==> config.mk <==
export PLATFORM = sky130hd
export DESIGN_NAME = apu_frame_sequencer
export DESIGN_NICKNAME = d
export VERILOG_FILES = /design/src/rtl/apu_frame_sequencer.sv
export SDC_FILE = /design/constraint.sdc
export NUM_CORES = 1
export LEC_CHECK = 0
export ABC_AREA = 1
export CAP_MARGIN = 20
export CORE_ASPECT_RATIO = 0.75
export CORE_MARGIN = 2
export CORE_UTILIZATION = 61
export CTS_CLUSTER_SIZE = 14
export DETAILED_ROUTE_END_ITERATION = 10
export PLACE_DENSITY = 0.83
export SKIP_CTS_REPAIR_TIMING = 1
export SLEW_MARGIN = 5
export SYNTH_ARGS = -nofsm -noshare
export SYNTH_HDL_FRONTEND = slang
export SYNTH_SLANG_ARGS = --single-unit
==> constraint.sdc <==
create_clock -name clk -period 3.3 [get_ports clk]
set_clock_uncertainty 0.2 [all_clocks]
set_input_delay 0.66 -clock clk [delete_from_list [all_inputs] [get_ports clk]]
set_output_delay 0.66 -clock clk [all_outputs]
set_load 0.005 [all_outputs]
==> src/rtl/apu_frame_sequencer.sv <==
// apu_frame_sequencer: APU frame counter that emits quarter/half-frame strobes, step index and frame IRQ
module apu_frame_sequencer #(
  parameter int STEP1 = 7457,
  parameter int STEP2 = 14913,
  parameter int STEP3 = 22371,
  parameter int STEP4 = 29829,
  parameter int STEP5 = 37281,
  parameter int CNT_WIDTH = 16
) (
  input  logic       clk,
  input  logic       reset,
  input  logic       cfg_wr,
  input  logic       cfg_mode,
  input  logic       cfg_irq_inhibit,
  input  logic       irq_ack,
  output logic       quarter_frame,
  output logic       half_frame,
  output logic       frame_irq,
  output logic [2:0] step
);
  logic [CNT_WIDTH-1:0] count, count_n;
  logic mode, inhibit, wrap, q_n, h_n, irq_n;
  logic [4:0] hit;
  logic [2:0] step_n;
  always_comb begin
    hit[0] = count == CNT_WIDTH'(STEP1);
    hit[1] = count == CNT_WIDTH'(STEP2);
    hit[2] = count == CNT_WIDTH'(STEP3);
    hit[3] = count == CNT_WIDTH'(STEP4);
    hit[4] = mode && count == CNT_WIDTH'(STEP5);
    wrap = mode ? hit[4] : hit[3];
    count_n = (cfg_wr || wrap) ? '0 : count + CNT_WIDTH'(1);
    // a config write restarts the sequence and overrides any step match on the same edge
    q_n = cfg_wr ? cfg_mode : hit[0] | hit[1] | hit[2] | wrap;
    h_n = cfg_wr ? cfg_mode : hit[1] | wrap;
    step_n = cfg_wr ? 3'd0 : hit[4] ? 3'd5 : hit[3] ? 3'd4 : hit[2] ? 3'd3 :
             hit[1] ? 3'd2 : hit[0] ? 3'd1 : step;
    irq_n = cfg_wr ? frame_irq & !irq_ack & !cfg_irq_inhibit
                   : (hit[3] & !mode & !inhibit) | (frame_irq & !irq_ack);
  end
  always_ff @(posedge clk or posedge reset) begin
    if (reset) begin
      count <= '0;
      mode <= 1'b0;
      inhibit <= 1'b0;
      step <= 3'd0;
      quarter_frame <= 1'b0;
      half_frame <= 1'b0;
      frame_irq <= 1'b0;
    end else begin
      count <= count_n;
      if (cfg_wr) begin
        mode <= cfg_mode;
        inhibit <= cfg_irq_inhibit;
      end
      step <= step_n;
      quarter_frame <= q_n;
      half_frame <= h_n;
      frame_irq <= irq_n;
    end
  end
endmodule

# Yosys cells after proc, flatten, opt, wreduce, memory -nomap -nowiden
# Cells that the tools add are included.
[word_totals]
ff_bits = 24
input_bits = 6
[op_classes]
n_addsub = 1
muxes = 11
bitwise = 9
eq_ne = 5
n_reduce_logical = 7
[op_table]
columns = ["op", "n"]
rows = [
  ["$eq 16x15->1 const B", 2],
  ["$mux 3", 6],
  ["$add 16x1->16 const B", 1],
  ["$eq 16x13->1 const B", 1],
  ["$eq 16x14->1 const B", 1],
  ["$eq 16x16->1 const B", 1],
  ["$mux 16", 1],
  ["$reduce_bool 6->1", 1],
  ["$or 1x1->1", 5],
  ["$and 1x1->1", 4],
  ["$logic_not 1->1", 4],
  ["$mux 1", 4],
  ["$logic_and 1x1->1", 1],
  ["$logic_or 1x1->1", 1],
]

# Depth between registers and ports, before layout
# Gate-level depths: netlist (run 1).
[logic_depth]
word_depth = 7
depth_mapped = 10
ltp_nobuf = 10

# Least setup slack after synthesis (run 1)
# OpenSTA, ideal clock, no wires.
[synth_timing]
path_type = "reg-to-reg"
startpoint = "register count[1]"
endpoint = "register count[11]"
slack_ns = 1.709
t_required_ns = 2.982
stages_incl_launch_ff = 9
t_arrival_ns = 1.272
setup_ns = 0.118
path_cell_list = "dfrtp_1 > inv_1 > ha_1 > nand2_1 > nor2_1 > nand3_2 > nand3_2 > buf_6 > nor2_1"
[synth_between]
elab_chain_len = 5
[synth_rtl]
columns = ["item", "line_no", "text"]
rows = [
  ["from (decl)", "21", "logic [CNT_WIDTH-1:0] count, count_n;"],
  ["from (signal assigned)", "51", "count <= count_n;"],
  ["parallel branches: the longest is 4 deep, another holds $add 16x1->16", "n/a", ""],
  ["$mux 16 *", "32", "count_n = (cfg_wr || wrap) ? '0 : count + CNT_WIDTH'(1);"],
  ["net count_n[11]", "21", ""],
]
# Mark *: on every way through the listed nets, which the timed path passes.
# A chain may end at the register's enable or synchronous reset.

# Worst setup path after layout (run 1)
[layout_timing]
startpoint = "register step[1]"
endpoint = "output step[1]"
[layout_lines]
columns = ["item", "line_no", "text"]
rows = [
  ["from (decl)", "19", "output logic [2:0] step"],
  ["from (signal assigned)", "56", "step <= step_n;"],
]
# No word-level cell between the ends.

==> results.toml, run 1 <==
[timing]
finalCritPeriodShare_pct = 62.7
tightest_slew_ns = 0.928
drv_slew = 0
fin_crit_ns = 2.07
finalSetupViolations = 0
slew-limit-headroom_pct = 38.1
rsz0062_at_grt = "no"
setup_tns_ns = 0
fmax_ghz = 0.483
finalHoldViolCount = 0
layout_setup_ws_ns = 1.23
hold_slack_ns = 0.292

[setup_path]
end_kind = "primary output"
crit_chain = "clkdlybuf4s50_1"
critPathMaxStageDelay_ns = 0.50
critical_path_class = "reg -> out"
critPathLaunchType = "register"
cpMaxStageDelayCell = "clkdlybuf4s50_1"
cp_data_required_time_ns = 2.44
worst-path-buf-inv = 1
path_delay_family = "buffers and inverters"
arrival_ns = 1.21
cp_max_fo = 2

[global_route]
grt_pass1_vias = 1173
grt_antenna_before_repair = 0
grt_usage_pct = 26.8
grt_max_degree = 25
grt_pass1_wl_um = 5530
grt.overflow.total = 0

[die]
die_height_um = 46.8
fp.dieArea_sq_um = 2860
ioPinCount = 12
coreArea_sq_um = 2310
num_rows = 15
initial_utilization_pct = 64.6
chipWidth_um = 61.1

[placed_design]
dp_slack_ns = 1.00
io_buffers = 11
placed_cells = 267
gp_congestion = 0.935
hpwl_um = 2540

[synthesis]
synth-seq-cells = 24
synthCells = 223
synth-seq-area-share_pct = 40.3
yosysTopAreaCellShare_pct = 40.3
synth.distinct_cells = 20
syn_area_per_cell_sq_um = 6.68
syn_area_sq_um = 1490
ys_top_cells_by_area = "dfrtp_1 (40%), nand2_1 (17%), nor2_1 (15%), inv_1 (5.3%), xor2_1 (4.7%)"
synth_nets = 231
synth_warnings = 0
synth_top_area_cell = "dfrtp_1"

[clocking]
cts_tree = "done"
clock_latency_ns = 0.33
cts_root_buf = "clkbuf_4"
clkTransAtPathRegs_ns = 0.14
cts_made_buffers = 3
h-tree-depth = 1
clock_tree.buffer_depth = 2
cts.sinks = 24

[route]
wl_per_cell_um = 12.5
vias = 1424
ant_nets = 0
dr.pass1.iters = 5
route.detailed.drc = 0
drt_iter0_markers = 111
vias_per_cell = 5.25
wl_um = 3380

[finish]
fin_cells = 271
nFillCells = 193
finalNetCount = 246
regArea_sq_um = 601
drive_above_1_share_pct = 4.22
area_growth_syn_to_layout_pct = 13.0
multi_input_area_sq_um = 792
n_antenna_cell = 0

[job]
maxCapViolCount = 0

[power_and_ir_drop]
p_leak_nw = 0.737
peakVddDrop_mv = 0.331
p_per_area_nw_per_um2 = 336

[min_path]
hold_class = "reg -> reg"

[run_status]
status = "complete, no violations"
## cells in the mapped netlist, drive strengths merged
master  count
nand3      15
xor2        8
dfrtp      24
nor3b       1
buf         1
ha          2
nor4        1
a21oi       1
inv        23
nor3        9
nand4       4
o21bai      1
nand2      67
a31oi       1
o21ai       4
nor2       60
nand3b      1
## layout make-up
class                           instances  area share, %
Sequential cell                        24           35.7
Inverter                               23           5.13
Timing Repair Buffer                   11           6.54
Clock buffer                            3           1.34
Tap cell                               34           2.53
Multi-Input combinational cell        175           47.0
Clock inverter                          1           1.78
## cells by family (layout without fill, tap and decap cells)
logic type               after synthesis  count (layout)  synth area share, %
AND/OR/NAND/NOR                      158             158                 44.2
buffers and inverters                 24              38                 6.55
XOR/XNOR                               8               8                 4.70
AO/OA/AOI/OAI                          7               7                 2.60
adder cells (fa/ha/maj)                2               2                 1.68
flip-flops                            24              24                 40.3
## state kept, by name, summed over array words and instances (netlist names)
| name | flops |
|---|---|
| count | 16 |
| inhibit | 1 |
| mode | 1 |
| quarter_frame | 1 |
| frame_irq | 1 |
| step | 3 |
| half_frame | 1 |
## final timing paths
| path | startpoint | endpoint | slack [ns] | cells after the start |
|---|---|---|---|---|
| setup / recovery | step[1] | step[1] | 1.23 | 1 |
| hold / removal | inhibit | inhibit | 0.29 | 2 |
| setup reg to reg | count[0] | count[2] | 1.36 | 6 |
| hold reg to reg | inhibit | inhibit | 0.29 | 2 |
| max in group asynchronous | reset | count[4] | 1.71 | 2 |
| min in group asynchronous | reset | step[2] | 0.62 | 2 |
## worst register-to-register path, cell delays in order (launching register included)
cell and delay, ns:
dfrtp_1 0.44, ha_1 0.25, nand2_1 0.20, nor2_1 0.09, nand3_2 0.10, nand3_2 0.31
nor3_1 0.28
## per-layer routing
metal	vias to the layer above	routed length, um	track usage [%]
li1	725	-	-
met3	8	292	5.79
met2	68	1390	38.5
met4	0	42	3.91
met5	-	0	0
met1	623	1650	42.4
## layout by cell type, fill, tap and decap left out
cell             count
nand3_2              2
nand3_1             13
nor2_2               2
nand3b_1             1
dfrtp_1             24
a31oi_1              1
a21oi_1              1
clkbuf_4             3
inv_2                2
nor4_1               1
nand4_1              4
ha_1                 2
nor2_1              58
bufinv_16            1
clkdlybuf4s50_1     11
nor3_1               9
nor3b_1              1
o21ai_0              4
xor2_1               8
o21bai_1             1
nand2_1             67
inv_1               21
## per-stage QoR
step	total power [mW]	utilization, %	area (sq um)
after global placement	0.354	70.7	1630
after detailed placement	0.355	70.7	1630
after floorplan	0.337	-	1490
after global routing	0.584	73.0	1680
final	0.566	73.0	1680
after CTS	0.568	73.0	1680
## power by group
part | leakage, nW | total, mW | internal (mW) | switching, mW
Sequential | 0.325 | 0.307 | 0.302 | 0.00536
Clock | 0.0279 | 0.217 | 0.123 | 0.0939
Combinational | 0.385 | 0.0426 | 0.0171 | 0.0255
Total | 0.737 | 0.566 | 0.442 | 0.125
Note: power is estimated with default switching activity, not from simulation.
==> run 2: changes to the inputs <==
Settings changed: CORE_UTILIZATION 61 to 57, PLACE_DENSITY 0.83 to 0.78.
Clock period 3.3 ns to 2 ns, I/O delays scaled along.
==> results.toml, run 2 (same netlist as run 1, synthesis figures left out) <==
[power_and_ir_drop]
internal-power_mw = 0.641
combinationalPowerShare_pct = 8.8
pwr-share-seq_pct = 59.9
peakVddDrop_mv = 0.348
p_total_mw = 0.845
switching_share_pct = 24.1
p_leak_nw = 0.762
clockPowerShare_pct = 31.3
p_switching_mw = 0.204
p_per_area_nw_per_um2 = 490

[setup_path]
reg2reg_depth = 6
rr_endpoint = "count[2]"
reg2reg_slack_ns = 0.23
critPathLaunchType = "register"
cpMaxStageDelayCell = "clkdlybuf4s50_1"
path_delay_family = "buffers and inverters"
end_kind = "primary output"
crit_chain = "clkdlybuf4s50_1"
arrival_ns = 1.21
cp_max_fo = 2
critical_path_class = "reg -> out"
r2r-start = "count[0]"
critPathMaxStageDelay_ns = 0.50
cp_data_required_time_ns = 1.40
worst-path-buf-inv = 1

[timing]
hold_slack_ns = 0.185
rsz0062_at_grt = "no"
drv_slew = 0
slew-limit-headroom_pct = 73.3
finalHoldViolCount = 0
fmax_ghz = 0.552
tightest_slew_ns = 0.398
finalSetupViolations = 0
fin_crit_ns = 1.81
setup_tns_ns = 0
finalCritPeriodShare_pct = 90.5

[finish]
largest_reg_flops = 16
reg.largest.list = "count (16), step (3)"
post-route-util_pct = 67.8
drive_above_1_share_pct = 6.58
regMostFlops = "count"
n_antenna_cell = 0
area_growth_syn_to_layout_pct = 15.6
final_cell_mix = "nand2_1 (67), nor2_1 (58), dfrtp_1 (24)"
finalNetCount = 252
fin_cells = 279
layout.cells.most_common = "nand2_1"

[die]
num_rows = 16
die_height_um = 48.3
fp.dieArea_sq_um = 3040
ioPinCount = 12
chipWidth_um = 63.0
initial_utilization_pct = 58.6
coreArea_sq_um = 2540

[global_route]
grt_max_degree = 25
grt_antenna_before_repair = 0
grt_pass1_wl_um = 5460
grt_pass1_vias = 1273
grt_usage_pct = 23.4
grt.overflow.total = 0

[route]
wl_per_cell_um = 12.1
route.detailed.drc = 0
vias_per_cell = 5.23
ant_nets = 0
vias = 1460
drt_iter0_markers = 104
dr.pass1.iters = 6
wl_um = 3370

[clocking]
h-tree-depth = 1
cts.sinks = 24
clock_latency_ns = 0.33
cts_tree = "done"
clock_tree.buffer_depth = 2
clkTransAtPathRegs_ns = 0.15
cts_root_buf = "clkbuf_4"
cts_made_buffers = 3

[placed_design]
hpwl_um = 2550
placed_cells = 275
gp_congestion = 1.00
io_buffers = 11

[min_path]
hold_class = "in -> async"

[run_status]
status = "complete, no violations"

[job]
maxCapViolCount = 0
run 2: cell count changes in the layout (fill, tap and decap cells not counted):
cell,previous run,this run
buf_4,0,6
bufinv_16,1,0
clkbuf_8,0,1
nand3_2,2,1
nand3_4,0,1
run 2: layer usage:
layer  routed length, um  share of wire (%)  track usage (%)  up-vias
li1                    -                  -                -      732
met1                1560                 46             33.3      651
met2                1450                 43             36.8       71
met3                 323                9.6             5.31        6
met4                  34                1.0             6.67        0
met5                   0                  0                0        -
run 2: worst max-delay path by stage:
stage	endpoint	cells after the start	start	slack (ns)
detailed placement	quarter_frame	7	count[0]	0.10
CTS	count[2]	6	count[0]	0.08
finish	step[2]	1	step[2]	0.19
global placement	quarter_frame	7	count[0]	0.20
floorplan	count[11]	8	count[1]	0.41
global route	count[12]	7	count[0]	0.03
run 2: layout make-up:
class | instances | area (sq um)
multi-input cells | 175 | 800
well taps | 36 | 45.0
flip-flops and latches | 24 | 601
inverters | 23 | 86.3
repair buffers | 17 | 155
fillers | 229 | 820
clock buffers | 4 | 36.3
run 2: tightest hold or removal path: stages:
cell	delay [ns]
clkdlybuf4s50_1	0.39
inv_1	0.05
buf_4	0.28
run 2: metrics by stage:
step                      setup WS, ns  area, sq um
after floorplan                  0.409         1490
after global placement           0.201         1680
after detailed placement         0.100         1680
after CTS                       0.0818         1720
after global routing            0.0312         1720
final                            0.190         1720
run 2: power by group through the flow:
| stage | clock, mW | combinational, mW | sequential (mW) |
|---|---|---|---|
| after floorplan | 0 | 0.0412 | 0.515 |
| after global placement | 0 | 0.0722 | 0.515 |
| after detailed placement | 0 | 0.0735 | 0.516 |
| after CTS | 0.268 | 0.0739 | 0.507 |
| after global routing | 0.286 | 0.0856 | 0.509 |
| final | 0.265 | 0.0739 | 0.506 |
